File: config.mk
export PLATFORM = sky130hd
export DESIGN_NAME = eeg_xram_arb
export DESIGN_NICKNAME = d
export VERILOG_FILES = /design/src/rtl/eeg_xram_pkg.sv /design/src/rtl/eeg_xram_arb_rr.sv /design/src/rtl/eeg_xram_arb.sv
export SDC_FILE = /design/constraint.sdc
export NUM_CORES = 1
export LEC_CHECK = 0
export CAP_MARGIN = 30
export CORE_UTILIZATION = 26
export CTS_BUF_LIST = sky130_fd_sc_hd__clkbuf_8 sky130_fd_sc_hd__clkbuf_16
export CTS_CLUSTER_SIZE = 24
export DETAILED_ROUTE_END_ITERATION = 10
export PLACE_DENSITY = 0.86
export SYNTH_ARGS = -nofsm -noshare
export SYNTH_HDL_FRONTEND = slang
export SYNTH_SLANG_ARGS = --single-unit
File: constraint.sdc
create_clock -name clk -period 2.2 [get_ports clk]
set_clock_uncertainty 0.05 [all_clocks]
set_input_delay 0.55 -clock clk [delete_from_list [all_inputs] [get_ports clk]]
set_output_delay 0.55 -clock clk [all_outputs]
set_load 0.02 [all_outputs]
File: src/rtl/eeg_xram_pkg.sv
// Shared definitions for the XRAM read-port arbiter: default widths and FSM states.
package eeg_xram_pkg;

    localparam int XRAM_REQ_NUM_DEF = 2;
    localparam int XRAM_ADD_AW_DEF  = 12;
    localparam int XRAM_DAT_DW_DEF  = 8;

    // IDLE: no burst locked, BURST: bank port locked on one requester
    typedef enum logic {
        IDLE  = 1'b0,
        BURST = 1'b1
    } xram_arb_st_e;

endpackage

File: src/rtl/eeg_xram_arb_rr.sv
// Round-robin selector: first asserted request at or after ptr, wrapping N-1 -> 0.
module cpm_rr_arb #(
    parameter int N  = 2,
    parameter int IW = (N > 1) ? $clog2(N) : 1
) (
    input  logic [N-1:0]  req,
    input  logic [IW-1:0] ptr,
    output logic [N-1:0]  gnt_oh,
    output logic [IW-1:0] gnt_idx,
    output logic          any
);

    // Requests at or above the pointer get first pick, the rest only on wrap
    logic [N-1:0] req_hi;

    for (genvar gi = 0; gi < N; gi++) begin : g_mask
        assign req_hi[gi] = req[gi] & (IW'(gi) >= ptr);
    end

    // Lowest set bit of the upper half wins, otherwise lowest set bit overall
    always_comb begin
        gnt_oh  = '0;
        gnt_idx = ptr;
        any     = |req;
        if (|req_hi) begin
            for (int i = N - 1; i >= 0; i--) begin
                if (req_hi[i]) begin
                    gnt_oh  = '0;
                    gnt_oh[i] = 1'b1;
                    gnt_idx = IW'(i);
                end
            end
        end else begin
            for (int i = N - 1; i >= 0; i--) begin
                if (req[i]) begin
                    gnt_oh  = '0;
                    gnt_oh[i] = 1'b1;
                    gnt_idx = IW'(i);
                end
            end
        end
    end

endmodule

File: src/rtl/eeg_xram_arb.sv
// Burst-locking round-robin arbiter sharing one XRAM bank read port between requesters.
module eeg_xram_arb
    import eeg_xram_pkg::*;
#(
    parameter int XRAM_REQ_NUM = XRAM_REQ_NUM_DEF,
    parameter int XRAM_ADD_AW  = XRAM_ADD_AW_DEF,
    parameter int XRAM_DAT_DW  = XRAM_DAT_DW_DEF
) (
    input  logic                                     clk,
    input  logic                                     rst_n,
    input  logic [XRAM_REQ_NUM-1:0]                  REQ_ADD_VLD,
    input  logic [XRAM_REQ_NUM-1:0]                  REQ_ADD_LST,
    output logic [XRAM_REQ_NUM-1:0]                  REQ_ADD_RDY,
    input  logic [XRAM_REQ_NUM-1:0][XRAM_ADD_AW-1:0] REQ_ADD_ADD,
    output logic [XRAM_REQ_NUM-1:0]                  REQ_DAT_VLD,
    output logic [XRAM_REQ_NUM-1:0]                  REQ_DAT_LST,
    input  logic [XRAM_REQ_NUM-1:0]                  REQ_DAT_RDY,
    output logic [XRAM_REQ_NUM-1:0][XRAM_DAT_DW-1:0] REQ_DAT_DAT,
    output logic                                     RAM_ADD_VLD,
    output logic                                     RAM_ADD_LST,
    input  logic                                     RAM_ADD_RDY,
    output logic [XRAM_ADD_AW-1:0]                   RAM_ADD_ADD,
    input  logic                                     RAM_DAT_VLD,
    input  logic                                     RAM_DAT_LST,
    output logic                                     RAM_DAT_RDY,
    input  logic [XRAM_DAT_DW-1:0]                   RAM_DAT_DAT
);

    localparam int N  = XRAM_REQ_NUM;
    localparam int IW = (N > 1) ? $clog2(N) : 1;

    xram_arb_st_e  state_reg;
    logic [IW-1:0] gnt_q;
    logic [IW-1:0] rr_ptr;
    logic [IW-1:0] own_q;

    logic [N-1:0]  win_oh;
    logic [IW-1:0] win_idx;
    logic          win_any;

    logic [N-1:0]  gnt_oh;
    logic [N-1:0]  sel_oh;
    logic [IW-1:0] sel_idx;
    logic          sel_vld;
    logic          add_acc;

    cpm_rr_arb #(
        .N  (N),
        .IW (IW)
    ) u_rr (
        .req     (REQ_ADD_VLD),
        .ptr     (rr_ptr),
        .gnt_oh  (win_oh),
        .gnt_idx (win_idx),
        .any     (win_any)
    );

    // Pointer advance modulo the requester count
    function automatic logic [IW-1:0] inc_mod(input logic [IW-1:0] v);
        if (int'(v) == N - 1) begin
            return '0;
        end
        return v + 1'b1;
    endfunction

    for (genvar gi = 0; gi < N; gi++) begin : g_req
        assign gnt_oh[gi]      = (gnt_q == IW'(gi));
        assign REQ_ADD_RDY[gi] = RAM_ADD_RDY & sel_oh[gi];
        assign REQ_DAT_VLD[gi] = RAM_DAT_VLD & (own_q == IW'(gi));
        assign REQ_DAT_LST[gi] = RAM_DAT_LST & (own_q == IW'(gi));
        assign REQ_DAT_DAT[gi] = RAM_DAT_DAT;
    end

    // While locked the granted requester owns the port even when it bubbles
    always_comb begin
        sel_oh  = win_oh;
        sel_idx = win_idx;
        sel_vld = win_any;
        if (state_reg == BURST) begin
            sel_oh  = gnt_oh;
            sel_idx = gnt_q;
            sel_vld = REQ_ADD_VLD[gnt_q];
        end
    end

    assign RAM_ADD_VLD = sel_vld;
    assign RAM_ADD_LST = REQ_ADD_LST[sel_idx];
    assign RAM_ADD_ADD = REQ_ADD_ADD[sel_idx];
    assign RAM_DAT_RDY = REQ_DAT_RDY[own_q];
    assign add_acc     = sel_vld & RAM_ADD_RDY;

    // Burst lock FSM, round-robin pointer and return-data owner tracking
    always_ff @(posedge clk or negedge rst_n) begin
        if (!rst_n) begin
            state_reg <= IDLE;
            gnt_q     <= '0;
            rr_ptr    <= '0;
            own_q     <= '0;
        end else begin
            // The bank output register reloads exactly when RAM_ADD_RDY is high
            if (RAM_ADD_RDY) begin
                own_q <= sel_idx;
            end
            if (add_acc) begin
                case (state_reg)
                    IDLE: begin
                        if (RAM_ADD_LST) begin
                            rr_ptr <= inc_mod(win_idx);
                        end else begin
                            state_reg <= BURST;
                            gnt_q     <= win_idx;
                        end
                    end
                    BURST: begin
                        if (RAM_ADD_LST) begin
                            state_reg <= IDLE;
                            rr_ptr    <= inc_mod(gnt_q);
                        end
                    end
                    default: state_reg <= IDLE;
                endcase
            end
        end
    end

endmodule

==> flow_results.org, run 1 <==
** Power
- Maximum VDD drop :: roughly 0.47 mV
- Power per cell area :: roughly 1100 mW/mm^2
- Lkg Pwr :: around 0.66 nW

** Logic synthesis
- Of all cell types, the one taking the most synthesized area is mux2_4.
- Sequential elements use approximately 16% of the synthesized area.
- Synthesized netlist cell count :: 73
- The mapped netlist covers approximately 640 sq um.
- Synth area leaders :: mux2_4, buf_4, dfrtp_1, mux2_2, nand2_1
- Summed over its instances, the top area cell type makes up 21.0% of the synthesized netlist area.
- Synthesis produced a netlist with a net count of between 100 and 150.
- The netlist uses 25 different library cells.
- Synthesized area divided by synthesized cell count :: about 8.8 sq um
- Number of storage elements in the synthesis netlist :: 4
- Yosys printed 0 warnings.

** Run status
- The run finished, with violations left.
- The checks that failed: negative setup slack.

** GRT
- Antenna violations before repair :: 0
- Global-route usage over all layers :: 19.5%
- Vias in the first global route :: 813
- Entering global routing, the biggest net connects 7 pins.
- Remaining Overflow, GRT :: 0
- The first global-routing pass estimated ~3800 microns of wire.

** Routing
- In the routed layout, each cell is associated on average with a via count of ~4.6.
- Once detail routing completed, the nets flagged for antenna violations numbered 0.
- Number of iterations in the first detailed-routing pass :: 4
- Number of design-rule violations left by the first detailed-router iteration :: 6
- For this block, the routed nets add up to about 2500 microns of wire.
- Dividing the detail-routed wire length by the instance count gives roughly 15 microns.
- Total via count in the routed design :: around 760
- Number of DRC violations after detailed routing :: 0

** STA
- Once routing completed, OpenROAD measured the worst setup slack at -43.1 ps.
- The final critical path takes up 102% of the cycle.
- Hold slack :: 482 ps
- Setup repair after global routing could not meet its margin everywhere.
- Post-layout minimum cycle time :: approximately 2200 ps
- Fmax :: roughly 450 MHz
- Number of setup violations in the final report :: 12
- The hold violation total from the final report was 0.
- Pins Over Slew Limit :: 0
- For the pin with the worst max-slew slack, the measured transition is 435 ps.
- Headroom to the max-slew limit came out at 70.6%.

** Critical path
- Longest individual stage delay on the worst path :: between 300 and 400 ps
- Max Fanout on Critical Path :: 5
- Cell repeated most along the worst path :: buf_6
- On the critical path, the stage with the largest delay is an instance of mux2_4.
- Sort of element at the end of the critical path :: output port
- Type of the setup path with the least slack :: input pin to output port
- Arrival time worst endpoint :: 1640 ps
- Crit path required time :: about 1600 ps
- Largest delay share family, worst path :: simple AND/OR/NAND/NOR gates
- Critical-path cell list :: buf_6 > nor2b_4 > nor2_4 > nand2_2 > nand2_4 > buf_8 > mux2_4 > buf_6
- Combined buffer and inverter count along the critical path :: 3
- The worst setup path is launched from an input pin.

** Floorplan
- In this run the core area contains 17 standard-cell rows.
- For this configuration, the core starts out at a cell density of between 20 and 30%.
- From left edge to right edge, the die measures approximately 52 microns.
- Core region area :: roughly 0.0023 sq mm
- I/O pin total :: 80
- Vertical extent of the die :: between 50 and 60 microns
- DIE AREA :: about 0.0027 sq mm

** Clocking
- In this run, post-CTS hold repair placed 0 buffers.
- CTS buffer count :: 3
- CTS sink count :: 4
- The clock passes through at most 2 buffers.
- CTS root buffer :: clkbuf_8
- Later-pin clock latency in the skew report :: about 220 ps
- H-tree depth :: 1
- Clock-pin slew was measured on the worst setup and hold paths at ~30 ps.
- TritonCTS clock tree :: yes

** Finish
- Counting the fill cells in the layout gives around 190.
- The repair_antennas step left the layout with diodes totalling 0.
- The net count of the finished layout is approximately 180.
- Count of non-filler cells in the finished layout :: approximately 160
- Area added between synthesis and finish :: 110%
- Of the cells placed in the final design, the portion with a size suffix greater than 1 is a little under half.
- Measured on the finished design, the core utilization comes to 59.4%.

** Flow run
- Across the run, the number of max-cap violations was 0.

** Placement
- At the end of routability-driven placement, the weighted congestion stood at around 0.85.
- Place WS :: -960 ps
- Half-perimeter wire length after detailed placement :: roughly 1800 microns
- The number of placed instances, taps included, is 156.
- IO Port Bufs :: 55

** Hold path
- The worst hold path belongs to the class input pin to async pin.
power by group:
part / switching (W) / leakage (nW) / internal [W] / total (W)
clock: 0.0000377 / 0.0216 / 0.000117 / 0.000154
combinational: 0.000511 / 0.586 / 0.000666 / 0.00118
sequential: 0.0000503 / 0.0478 / 0.000109 / 0.000159
total: 0.000599 / 0.656 / 0.000891 / 0.00149
per-stage QoR:
step,power [W],area [sq um],setup TNS [ps]
CTS,0.00156,1400,-1390
floorplan,0.000725,644,0
global route,0.00157,1350,-855
global placement,0.00114,1240,-13430
finish,0.00149,1350,-263
detailed placement,0.00117,1240,-14550
cell usage in the layout, fill, tap and decap left out, types with 2 or more instances in the layout:
cell type / synthesis / final
and2_1: 2 / 2
dlygate4sd2_1: 0 / 5
dfrtp_1: 4 / 3
nor2_1: 3 / 2
buf_12: 0 / 2
clkbuf_2: 0 / 4
buf_6: 1 / 13
buf_4: 16 / 19
nand2_1: 8 / 8
clkbuf_8: 0 / 3
o21ai_0: 2 / 2
a21oi_1: 3 / 3
nor2b_1: 2 / 2
a31oi_1: 2 / 2
inv_1: 4 / 3
clkdlybuf4s50_1: 0 / 32
mux2_4: 9 / 12
metal layers:
metal  global-route usage (%)  vias up  wire length [microns]
li1                         -      364                      -
met1                     18.1      347                    821
met2                     39.0       40                   1410
met3                     3.22        8                    194
met4                     11.7        0                     76
met5                        0        -                      0
cell usage after synthesis:
master	n
o22a_1	1
nand2_1	8
o211a_1	1
a211oi_2	1
mux2_2	4
o31ai_1	1
nand2_2	2
a31oi_1	2
o21ai_0	2
nor2b_1	2
buf_6	1
mux2_4	9
a21oi_1	3
nand2b_1	1
inv_1	4
nand3_1	1
nand2b_4	1
o22ai_2	1
a21boi_0	1
dfrtp_1	4
o41ai_1	1
nor2_1	3
nor2b_2	1
and2_1	2
buf_4	16
layout make-up:
type                    count  area (sq um)  share of cell area [%]
multi-input cells          48           427                    31.5
well taps                  28          35.0                    2.59
clock buffers               3          41.3                    3.05
repair buffers             77           733                    54.2
inverters                   4          15.0                    1.11
flip-flops and latches      4           101                    7.49
kinds of logic (layout without fill, tap and decap cells):
| family | count (synthesis) | in the layout | share of synthesized area (%) |
|---|---|---|---|
| multiplexers | 13 | 13 | 28.0 |
| AND/OR/NAND/NOR | 21 | 21 | 17.5 |
| buffers and inverters | 21 | 84 | 22.7 |
| flip-flops | 4 | 4 | 15.5 |
| AO/OA/AOI/OAI | 14 | 14 | 16.3 |
repair_timing:
action / in CTS / in global routing
setup buffers: 5 / 1
gates cloned: 1 / 0
setup endpoints to repair: 22 / 16
hold endpoints to repair: 0 / 0
resized for setup: 101 / 9
pin swaps: 3 / 3
path summary, 6_finish.rpt:
path	from	slack, ps	to	cells past startpoint
min reg2reg	own_q$_DFFE_PN0P_	620	own_q$_DFFE_PN0P_	2
min in group clk	own_q$_DFFE_PN0P_	620	own_q$_DFFE_PN0P_	2
max in group asynchronous	rst_n	1440	rr_ptr$_DFFE_PN0P_	1
min	rst_n	480	gnt_q$_DFFE_PN0P_	1
max	REQ_ADD_VLD[0]	-40	RAM_ADD_ADD[4]	8
max reg2reg	state_reg$_DFFE_PN0P_	190	gnt_q$_DFFE_PN0P_	8
No activity file was read; power rests on OpenSTA's default activity.
==> run 2, diff against run 1 <==
- CORE_ASPECT_RATIO: default -> 1.1
- CTS_BUF_LIST: sky130_fd_sc_hd__clkbuf_8 sky130_fd_sc_hd__clkbuf_16 -> default
==> flow_results.org, run 2 (same netlist as run 1, synthesis figures left out) <==
** Clocking
- Longest Clk Path Bufs :: 2 (unchanged)
- TritonCTS clock tree :: yes
- The number of levels the H-tree was split into was 1 (unchanged).
- CTS sink count :: 4 (unchanged)
- Clock tree synthesis selected as its root buffer the cell clkbuf_4.
- The clock transition at the register clock pins on the worst setup and hold paths after CTS is 40 ps (about the same).
- Later-pin clock latency in the skew report :: 240 ps (+20 ps)
- CTS Hold Bufs :: 0 (unchanged)
- The number of clock buffers inserted by TritonCTS is 3 (unchanged).

** Finish
- Count of fill cells added during filler insertion :: 195 (+1.6%)
- Highest-count cells in the layout ignoring fill and taps :: clkdlybuf4s50_1, buf_4, buf_6
- Nets :: 183 (+1.1%)
- Antenna diode count :: 0 (unchanged)
- The total area of multi-input combinational cells is 429 sq um (+0.59%).
- FF/Latch Area :: 101 sq um (unchanged)
- Leaving out fill and tap cells, the most frequent cell in the layout is clkdlybuf4s50_1.
- Layout cells sized above 1 :: 49.3% (+1.5 points)
- The area growth from synthesis to layout is 109%.

** Floorplan
- The boundary pin count was 80 (unchanged).
- Vertical extent of the die :: 54.2 microns (+4.7%)
- Core region area :: 0.00230 sq mm (+0.93%)
- Starting Density :: 28.1% (-0.26 points)
- The total die area was 0.00268 sq mm (about the same).
- Die span in x :: 49.5 microns (-4.5%)
- Cell Rows :: 18 (+1)

** Critical path
- Sort of element at the end of the critical path :: output port
- Crit path required time :: 1600 ps (about the same)
- CP Launch Point :: rr_ptr$_DFFE_PN0P_
- The critical path data arrival time came to 1660 ps (+20 ps).
- R2r startpoint :: state_reg$_DFFE_PN0P_
- The critical path ends at RAM_ADD_ADD[1].
- Reg2Reg Setup Slack :: 380 ps (+190 ps)
- Setup crit start kind :: flip-flop
- The worst reg-to-reg path cell count came to 8 (unchanged).
- Crit Reg-Reg Endpoint :: gnt_q$_DFFE_PN0P_
- The critical path in this run is classified as flip-flop to output port.
- Max Fanout on Critical Path :: 5 (unchanged)

** STA
- The final setup violation count came to 12 (unchanged).
- Fraction of the cycle the final worst path needs :: 103% (+0.80 points)
- The pin slew with the least headroom to its limit came to 302 ps (-133 ps).
- Post-layout minimum cycle time :: 2260 ps (+17.6 ps)
- Setup repair after global routing missed its margin :: yes
- Fmax :: 442 MHz (-0.78%)
- Pins Over Slew Limit :: 0 (unchanged)
- Worst Setup Slack, final :: -60.7 ps (-17.6 ps)
- Remaining max-slew budget at the tightest pin :: 79.6% (+9.0 points)
- The smallest hold slack came to 461 ps (-20.8 ps).
- The hold violation total from the final report is 0 (unchanged).

** Routing
- Uppermost metal layer occupied by signal nets :: met4
- Number of DRC violations after detailed routing :: 0 (unchanged)
- The routed via count divided by cell count is 4.50 (-2.8%).
- The total number of vias is 756 (-0.40%).
- Routed met1 length :: 889 microns (+8.3%)
- Met2 wire length :: 1450 microns (+3.3%)
- Post-DRT Antenna Nets :: 0 (unchanged)
- Post-Route WL :: 2550 microns (+2.1%)
- Met3 layer wire length in the routed design :: 150 microns (-23%)
- DR WL/cell :: 15.2 microns (-0.31%)
- The number of design-rule violations left by the first detailed-router iteration was 8 (+2).
- Number of iterations in the first detailed-routing pass :: 4 (unchanged)

** Power
- The standby leakage power was 0.655 nW (-0.15%).
- The total power density per cell area was 1060 mW/mm^2 (-3.7%).
- The largest voltage drop on the vdd net was 0.556 mV (+19%).

** GRT
- Maximum number of pins on one net before global-route repair :: 7 (unchanged)
- The overall track demand over capacity in global routing came to 18.7% (-0.81 points).
- Vias in the first global route :: 842 (+3.6%)
- The first-pass GRT wire length is 3640 microns (-3.5%).
- The overall overflow remaining after global route was 0 (unchanged).
- Antenna violations before repair :: 0 (unchanged)

** Placement
- The detailed-placement wirelength estimate is 1740 microns (-5.1%).
- The count of input and output buffers came to 55 (unchanged).
- The pre-CTS setup slack came to -935 ps (+25.6 ps).
- The routability congestion estimate from global placement is 0.891 (+5.3%).

** Hold path
- In this run the worst hold path is classified as input pin to async pin.

** Run status
- The run finished, with violations left.
- Violated checks :: negative setup slack

** Flow run
- Number of max-cap violations :: 0 (unchanged)
-- run 2: worst max-delay path: stages, from the launching register on --
cell	delay, ps
dfrtp_2	450
nor2b_4	170
nor2_4	50
nand2_2	80
nand2_4	80
buf_6	150
mux2_4	310
buf_6	130
-- run 2: layer usage --
layer | GRT usage, % | up-vias
li1 | - | 367
met1 | 16.7 | 345
met2 | 38.8 | 38
met3 | 4.44 | 6
met4 | 11.4 | 0
met5 | 0 | -
-- run 2: per-stage QoR --
stage          power, W  setup TNS [ps]  cell area [sq um]  util [%]  cells
6_report        0.00143            -514               1340      58.5    168
4_1_cts         0.00148           -1130               1390      60.3    168
3_3_place_gp    0.00113          -13490               1230      53.7    157
2_1_floorplan  0.000725               0                644         -     73
5_1_grt         0.00150            -968               1340      58.5    168
3_5_place_dp    0.00115          -14060               1230      53.7    157
-- run 2: repair_timing --
action                                  CTS  global route
buffers inserted                          7             2
gates cloned                              1             0
endpoints found under the setup margin   21            16
pin swaps                                 4             2
gates resized for setup                 105             8
-- run 2: final cells by class --
cell class / instances / share of cell area (%)
Inverter: 4 / 1.12
Multi-Input combinational cell: 48 / 31.9
Clock buffer: 3 / 1.68
Timing Repair Buffer: 79 / 54.9
Tap cell: 30 / 2.79
Sequential cell: 4 / 7.54
-- run 2: power by group --
group / total, W / switching, W / internal, W / leakage, nW
registers: 0.000156 / 0.0000474 / 0.000108 / 0.0478
logic: 0.00118 / 0.000514 / 0.000663 / 0.593
clock network: 0.0000931 / 0.0000319 / 0.0000611 / 0.0138
-- run 2: worst min-delay path by stage --
| stage | from | endpoint | slack [ps] | depth (start not counted) |
|---|---|---|---|---|
| 2_1_floorplan | rst_n | gnt_q$_DFFE_PN0P_ | 200 | 0 |
| 3_3_place_gp | state_reg$_DFFE_PN0P_ | own_q$_DFFE_PN0P_ | 560 | 3 |
| 3_5_place_dp | gnt_q$_DFFE_PN0P_ | gnt_q$_DFFE_PN0P_ | 580 | 3 |
| 4_1_cts | rst_n | state_reg$_DFFE_PN0P_ | 460 | 1 |
| 5_1_grt | rst_n | state_reg$_DFFE_PN0P_ | 470 | 1 |
| 6_report | rst_n | own_q$_DFFE_PN0P_ | 460 | 1 |
==> variant, RTL diff (config.mk and constraints of run 2) <==
Change the package constant `XRAM_ADD_AW_DEF` from 12 to 14.
--- a/src/rtl/eeg_xram_pkg.sv
+++ b/src/rtl/eeg_xram_pkg.sv
@@ -3,5 +3,5 @@
 
     localparam int XRAM_REQ_NUM_DEF = 2;
-    localparam int XRAM_ADD_AW_DEF  = 12;
+    localparam int XRAM_ADD_AW_DEF  = 14;
     localparam int XRAM_DAT_DW_DEF  = 8;
 
Ports: changed (resized RAM_ADD_ADD and REQ_ADD_ADD); port bits go from 80 to 86. No check against the original RTL was run, so the function may have changed too.
==> variant against run 2 <==
- sequential share of layout area down 0.20 points
- critical path type is now in2out
- sequential cell count is the same
- total power down 3.6%
- synthesized area is 4.7% higher
- design area increased by 2.8%
- routed wire length fell by 7.9%
- setup slack better by 0.064 ns
- core utilization down 2.6 points
==> variant: results <==
metrics = {
    "clock_network": {
        "cts_root_buf": "clkbuf_4",
    },
    "layout": {
        "finalNonFillerCells": 171,
        "layout-drive-gt1-share_pct": 45.7,
        "nets": 189,
    },
    "power_and_ir_drop": {
        "switching_share_pct": 44.3,
        "ir_drop_mv": 0.582,
    },
    "drt": {
        "wl_per_cell_um": 13.7,
        "drtPass1Iterations": 6,
        "vias": 768,
        "drtIter0Drc": 15,
    },
    "global_route": {
        "grt_first_pass_wirelength_um": 3550,
        "grt_pass1_vias": 778,
    },
    "place": {
        "hpwl_um": 1820,
        "place_inst": 164,
        "dp_slack_ns": -0.897,
        "gp_congestion": 0.855,
        "place_area_um2": 1300,
    },
    "logic_synthesis": {
        "syn_inst": 75,
        "ys_seq_area_share_pct": 14.8,
        "yosys-top-cells-area": "mux2_4 (20%), buf_4 (18%), dfrtp_1 (15%), mux2_2 (10%), nand2_1 (4.5%)",
        "synthTopCellsByCount": "buf_4 (16), mux2_4 (9), nand2_1 (8), mux2_2 (6)",
    },
    "timing": {
        "slew_headroom_pct": 83.9,
    },
    "setup_path": {
        "cp.arrival_ns": 1.60,
        "cp_max_fo": 7,
    },
    "status": {
        "status": "finished clean",
    },
}
## variant: cell families after synthesis
kind of cell	after synthesis	synth area share (%)
AOI/OAI and AO/OA	14	16.7
buffers and inverters	21	21.7
DFF	4	14.8
muxes	15	30.1
and+or+nand+nor	21	16.7
## variant: layer usage
metal	track usage (%)	wire (um)	up-vias
li1	-	-	376
met1	17.6	813	343
met5	0	0	-
met3	3.58	170	6
met2	31.2	1310	43
met4	11.5	52	0
## variant: timing repair
| item | 4_1_cts | 5_1_grt |
|---|---|---|
| setup endpoints to repair | 23 | 15 |
| hold endpoints to repair | 0 | 0 |
| setup buffers | 2 | 1 |
| pin swaps | 3 | 1 |
| cloned | 1 | 0 |
| resized for setup | 105 | 5 |
## variant: power by group through the flow
stage	sequential, mW	combinational [mW]	clock, mW
after floorplan	0.148	0.629	0
final	0.155	1.13	0.0904
after global placement	0.145	1.01	0
after CTS	0.154	1.11	0.0946
after global routing	0.160	1.19	0.0995
after detailed placement	0.149	1.03	0
## variant: critical path, delay by kind of cell
kind,cells,cell delay [ns]
and+or+nand+nor,4,0.47
muxes,1,0.31
buffers and inverters,2,0.26
## variant: worst paths after layout
check,from,endpoint,slack (ns),cells past startpoint
worst max-delay path,REQ_ADD_VLD[0],RAM_ADD_ADD[3],0.003,7
worst min-delay path,rst_n,gnt_q$_DFFE_PN0P_,0.46,1
worst max register to register,rr_ptr$_DFFE_PN0P_,gnt_q$_DFFE_PN0P_,0.50,7
worst min register to register,gnt_q$_DFFE_PN0P_,gnt_q$_DFFE_PN0P_,0.60,3
max in group asynchronous,rst_n,rr_ptr$_DFFE_PN0P_,1.46,1
min in group clk,gnt_q$_DFFE_PN0P_,gnt_q$_DFFE_PN0P_,0.60,3
## variant: layout make-up
class / count / area [um^2]
flip-flops and latches: 4 / 101
clock buffers: 3 / 22.5
well taps: 31 / 38.8
multi-input cells: 51 / 495
inverters: 4 / 15.0
fillers: 224 / 1090
repair buffers: 78 / 708
## variant: metrics by stage
step / hold WS [ns] / total power [mW]
floorplan: 0.204 / 0.777
global placement: 0.559 / 1.15
detailed placement: 0.574 / 1.18
CTS: 0.464 / 1.36
global route: 0.474 / 1.45
finish: 0.463 / 1.37
